### config.mk
export PLATFORM = sky130hd
export DESIGN_NAME = serial_adder
export DESIGN_NICKNAME = d
export VERILOG_FILES = /design/src/rtl/serial_adder.sv
export SDC_FILE = /design/constraint.sdc
export NUM_CORES = 1
export LEC_CHECK = 0
export CAP_MARGIN = 0
export CELL_PAD_IN_SITES_DETAIL_PLACEMENT = 0
export CELL_PAD_IN_SITES_GLOBAL_PLACEMENT = 1
export CORE_MARGIN = 2
export CORE_UTILIZATION = 37
export DETAILED_ROUTE_END_ITERATION = 6
export GPL_TIMING_DRIVEN = 0
export PLACE_DENSITY_LB_ADDON = 0.1
export SYNTH_ARGS = -nofsm -noshare
export SYNTH_HDL_FRONTEND = slang
export SYNTH_SLANG_ARGS = --single-unit
### constraint.sdc
create_clock -name clk -period 1.88 [get_ports clk]
set_clock_uncertainty 0.2 [all_clocks]
set_input_delay 0.376 -clock clk [delete_from_list [all_inputs] [get_ports clk]]
set_output_delay 0.376 -clock clk [all_outputs]
set_load 0.02 [all_outputs]
### src/rtl/serial_adder.sv
// Bit-serial adder that processes one operand bit per clock, LSB first.
// It uses a single full-adder cell and a carry flip-flop, and presents a registered sum with a done pulse.
module serial_adder #(
   parameter int WIDTH = 8
) (
   input  logic             clk,
   input  logic             rst,
   input  logic             start,
   input  logic [WIDTH-1:0] a,
   input  logic [WIDTH-1:0] b,
   input  logic             cin,
   output logic             busy,
   output logic             done,
   output logic [WIDTH-1:0] sum,
   output logic             cout
);

   localparam int CW = (WIDTH > 1) ? $clog2(WIDTH) : 1;
   localparam logic [CW-1:0] LAST = CW'(WIDTH - 1);

   typedef enum logic [1:0] {IDLE, SHIFT, DONE} state_t;

   state_t           state_reg, state_next;
   logic [WIDTH-1:0] a_sh_reg, a_sh_next;
   logic [WIDTH-1:0] b_sh_reg, b_sh_next;
   logic [WIDTH-1:0] psum_reg, psum_next;
   logic [WIDTH-1:0] sum_reg, sum_next;
   logic             cout_reg, cout_next;
   logic             carry_reg, carry_next;
   logic [CW-1:0]    count_reg, count_next;

   logic             bit_sum, bit_cout;
   logic [WIDTH-1:0] psum_shift;
   logic             ready;

   assign bit_sum  = a_sh_reg[0] ^ b_sh_reg[0] ^ carry_reg;
   assign bit_cout = (a_sh_reg[0] & b_sh_reg[0]) | (carry_reg & (a_sh_reg[0] ^ b_sh_reg[0]));

   // The new sum bit enters at the MSB, so after WIDTH shifts bit 0 lands at position 0.
   genvar gi;
   generate
      for (gi = 0; gi < WIDTH - 1; gi++) begin : g_psum
         assign psum_shift[gi] = psum_reg[gi+1];
      end
   endgenerate
   assign psum_shift[WIDTH-1] = bit_sum;

   assign ready = (state_reg == IDLE) || (state_reg == DONE);

   always_comb begin
      state_next = state_reg;
      a_sh_next  = a_sh_reg;
      b_sh_next  = b_sh_reg;
      psum_next  = psum_reg;
      sum_next   = sum_reg;
      cout_next  = cout_reg;
      carry_next = carry_reg;
      count_next = count_reg;
      case (state_reg)
         IDLE, DONE: begin
            if (ready && start) begin
               a_sh_next  = a;
               b_sh_next  = b;
               carry_next = cin;
               psum_next  = '0;
               count_next = '0;
               state_next = SHIFT;
            end else begin
               state_next = IDLE;
            end
         end
         SHIFT: begin
            a_sh_next  = {1'b0, a_sh_reg[WIDTH-1:1]};
            b_sh_next  = {1'b0, b_sh_reg[WIDTH-1:1]};
            psum_next  = psum_shift;
            carry_next = bit_cout;
            if (count_reg == LAST) begin
               sum_next   = psum_shift;
               cout_next  = bit_cout;
               state_next = DONE;
            end else begin
               count_next = count_reg + CW'(1);
            end
         end
         default: state_next = IDLE;
      endcase
   end

   always_ff @(posedge clk) begin
      if (rst) begin
         state_reg <= IDLE;
         a_sh_reg  <= '0;
         b_sh_reg  <= '0;
         psum_reg  <= '0;
         sum_reg   <= '0;
         cout_reg  <= 1'b0;
         carry_reg <= 1'b0;
         count_reg <= '0;
      end else begin
         state_reg <= state_next;
         a_sh_reg  <= a_sh_next;
         b_sh_reg  <= b_sh_next;
         psum_reg  <= psum_next;
         sum_reg   <= sum_next;
         cout_reg  <= cout_next;
         carry_reg <= carry_next;
         count_reg <= count_next;
      end
   end

   assign busy = (state_reg == SHIFT);
   assign done = (state_reg == DONE);
   assign sum  = sum_reg;
   assign cout = cout_reg;

endmodule

* Word-level counts from Yosys, hierarchy flattened *
Index checks and enable logic that the tools add are counted.

storage, ports and cells
  bits in registers = 39
  bits in latches = 0
  bits in writable memories = 0
  ROM bits = 0
  input bits = 20
  output and inout port bits = 11
  word-level logic and storage cells = 42
  memories kept = 0

cells by class
  add/subtract/negate cells = 1
  multipliers = 0
  div/mod/pow operators = 0
  magnitude comparators = 0
  equality and inequality tests = 6
  shift-type cells = 0
  muxes and demuxes = 14
  bitwise gates (word level) = 5
  reductions and logical operators = 8

operators by type and width
  kind                                                                      number
  8-bit case mux with 2 select lines                                        3
  8-bit two-way mux                                                         3
  3-bit two-way mux                                                         2
  3-bit case mux with 2 select lines                                        1
  2-bit inequality test (second input constant)                             2
  2-bit case mux with 2 select lines                                        1
  2-bit AND reduction                                                       2
  3-bit by 1-bit adder with 3-bit output (second input constant)            1
  3-bit == test (second input constant)                                     1
  3-bit AND reduction                                                       1
  1-bit bitwise AND                                                         2
  2-bit by 1-bit == test with 1-bit output (second input constant)          1
  2-bit == test (second input constant)                                     1
  2-bit logical NOT                                                         1
  1-bit two-way mux                                                         2
  2-bit two-way mux                                                         1
  2-bit by 1-bit inequality test with 1-bit output (second input constant)  1
  1-bit case mux with 2 select lines                                        1
  2-bit nonzero test                                                        1
  2-bit OR reduction                                                        1
  1-bit XOR                                                                 2
  1-bit logical AND                                                         1
  1-bit logical OR                                                          1
  1-bit bitwise OR                                                          1

* Depth between registers and ports, before layout *
  word-level depth = 5
  gate-level depth with buffers = 6
  depth with buffers taken out = 5

* Worst setup path before layout *
OpenSTA, ideal clock, no wires.

  kind = reg-to-reg
  start point = reg count_reg[0]
  end point = reg count_reg[1]
  setup time = 142 ps
  data arrival time = 1,216 ps
  required time = 1,538 ps
  path slack = 322 ps
  cell stages (with the launch flop) = 6
  buffers on the path = 0
  clock period less this slack = 1,558 ps
  path through = dfxtp_1 -> ha_1 -> ha_1 -> or3b_1 -> nand3_1 -> a21oi_1

on the way
  longest elaborated chain between the ends = 3

ends and longest elaborated chain
  element                                                                           RTL line  RTL
  from (decl)                                                                       30        logic [CW-1:0] count_reg, count_next;
  from (signal assigned)                                                            107       count_reg <= count_next;
  3-bit by 1-bit adder with 3-bit output / 3-bit == test (equally long branches)    82, 77
  3-bit two-way mux / 2-bit inequality test (equally long branches)                 -
  3-bit case mux with 2 select lines / 3-bit AND reduction (equally long branches)  -

Several ways; a longest one is shown, not always the timed one. The select of a mux whose other input is x is not followed.
A chain may end at the register's enable or synchronous reset.

* Final worst setup path *
  start point = reg cout_reg, in the netlist cout
  end point = out cout

RTL lines
  element                 RTL line  RTL
  from (decl)             28        logic cout_reg, cout_next;
  from (signal assigned)  105       cout_reg <= cout_next;
  to (decl)               15        output logic cout

No word-level cell between the ends.

==> reports/qor.yml <==
async_flop_share: 0
place_area_um2: 1930
die_x_um: 69.4
fin_crit_sh: 0.958
finalMaxSlewViolations: 0
cp-endpoint: "cout"
viasPerCell: 5.13
r2r-end: "count_reg[1]"
ys_types: 18
ir_worst_vdd_v: 0.000511
synthFlopType: "dfxtp_1"
cts_buffers: 5
ys_ff_latch: 38
max_cap_violations: 0
clockBufferDepth: 2
wl_per_cell_um: 12.3
crit_chain: "clkdlybuf4s50_1"
seq_area_um2: 763
grt_pass1_wl_um: 6150
critical-path-max-stage-delay_ps: 600
antenna_found_initial: 0
final_design_area_no_fill_um2: 2060
cp-startpoint: "cout"
synth_area_per_cell_um2: 8.37
clkLatencyLatePin_ps: 280
gp_congestion: 0.753
p_leak_uw: 0.000745
final_cell_mix: "50 x nand2_1, 36 x dfxtp_1, 27 x clkdlybuf4s50_1"
pwr_density_cell_nw_per_um2: 859
hpwlAfterDp_um: 2450
netlist.area_leader.share: 0.481
grt_pass1_vias: 1341
netlist_area_um2: 1580
startpoint_type: "register"
routed.top_layer: "met4"
finalSetupViolCount: 0
via_count: 1417
wl_met3_um: 196
rrSetupSlack_ps: 220
drc_errors: 0
grt_max_degree: 18
die_area_um2: 4810
port_buffers: 29
critPathBufInv: 1
antenna_cells: 0
fp.coreArea_um2: 4060
nNetsFinal: 248
worstMarginPinSlew_ps: 721
slew_headroom: 0.519
wl_um: 3410
synth_edf_count: 0
ctsHoldBuffers: 0
hold_violations: 0
rows: 23
yosys_warnings: 0
die_h_um: 69.4
critPathKind: "register to output pin"
final_antenna_net_count: 0
track_usage: 0.158
status: "complete, no violations"
drive_gt1_frac: 0.133
ff2ff_path_depth: 5
drt_iter0_drc: 74
io_pins: 31
crit_fanout: 2
crit_required_ps: 1300
cpMaxStageDelayCell: "clkdlybuf4s50_1"
seq_area_frac_synth: 0.481
cp-end-kind: "output pin"
dp_cells: 268
finalNonFillerCells: 276
fill_cells: 390
rsz0062_at_grt: "no"
finalCriticalPeriod_ps: 1800
worstPathArrival_ps: 1220
cp_top_family: "buffers and inverters"
netlist_instances: 189
met2_length_um: 1560
drt_first_pass_iters: 4
clock-sinks: 38
grt_overflow_total: 0
cts_root_buffer: "clkbuf_8"
syn_to_final_growth_pct: 30.3
ys_top_cells_by_area: "dfxtp_1 48%, nand2_1 12%, a21oi_1 7.0%, a311oi_2 6.6%, nand3_1 6.6%"
mostFrequentLayoutCell: "nand2_1"
synthesis.nets: 212
r2r-start: "count_reg[0]"
initial_core_util: 0.390
cts_tree: "done"
fmax_mhz: 555
cts_max_level: 2
cts.clk_slew.worst_paths_ps: 70
multi_input_area_um2: 746
yosysTopAreaCell: "dfxtp_1"
cp_num_cells: 1
drt-met1-wl_um: 1600
hold_class: "register to register"
==> where the power goes <==
group | internal (uW) | leakage (uW) | total (uW) | switching, uW
Clock | 390 | 0.0000579 | 670 | 279
Combinational | 103 | 0.000376 | 228 | 125
Sequential | 846 | 0.000311 | 872 | 26.0
==> what timing repair did <==
action / 4_1_cts / 5_1_grt
endpoints found under the setup margin: 2 / 10
gates resized for setup: 8 / 2
pin swaps: 0 / 1
setup buffers: 0 / 1
==> Yosys cell counts, drive strengths merged, types with 2 or more instances <==
library cell  number
nor2b              2
nor2              16
dfxtp             38
ha                 2
a21oi             22
nand3             21
nand2             50
clkbuf             5
buf               10
a311oi            15
nand2b             3
==> metal layers <==
metal  track usage  up-vias
met3        0.0480        6
li1              -      722
met4        0.0523        0
met5             0        -
met1         0.203      651
met2         0.251       38
==> layout make-up <==
| cell class | count | area share |
|---|---|---|
| Timing Repair Buffer | 30 | 0.145 |
| Buffer | 14 | 0.0358 |
| Inverter | 1 | 0.00425 |
| Tap cell | 50 | 0.0304 |
| Clock buffer | 5 | 0.0334 |
| Multi-Input combinational cell | 135 | 0.362 |
| Sequential cell | 38 | 0.370 |
| Clock inverter | 3 | 0.0194 |
==> kinds of logic after synthesis <==
group           after synthesis  share of synthesized area
simple gates                 95                      0.258
fa+ha+maj                     3                     0.0285
flops                        38                      0.481
buf+inv                      16                     0.0522
compound gates               37                      0.180
==> tightest hold or removal path: stages, from the launching register on <==
cell and delay (ps):
dfxtp_1 310, nand2_1 50, a21oi_1 50
==> worst min-delay path by stage <==
| stage | from | end | slack [ps] | depth (start not counted) |
|---|---|---|---|---|
| floorplan | psum_reg[1] | sum[0] | 240 | 2 |
| global placement | sum[6] | sum[6] | 240 | 2 |
| detailed placement | sum[0] | sum[0] | 250 | 2 |
| CTS | sum[7] | sum[7] | 260 | 2 |
| global route | sum[6] | sum[6] | 270 | 2 |
| finish | sum[0] | sum[0] | 260 | 2 |
==> stage by stage <==
step / TNS, ps / total power [uW] / hold slack (ps) / setup slack (ps) / utilization
global route: 0 / 1850 / 272 / 22.9 / 0.508
global placement: -809 / 1110 / 244 / -277 / 0.477
CTS: 0 / 1790 / 260 / 2.77 / 0.504
finish: 0 / 1770 / 256 / 79.5 / 0.508
detailed placement: -1100 / 1120 / 250 / -297 / 0.477
floorplan: 0 / 1030 / 244 / 322 / -
Note: power is estimated with default switching activity, not from simulation.
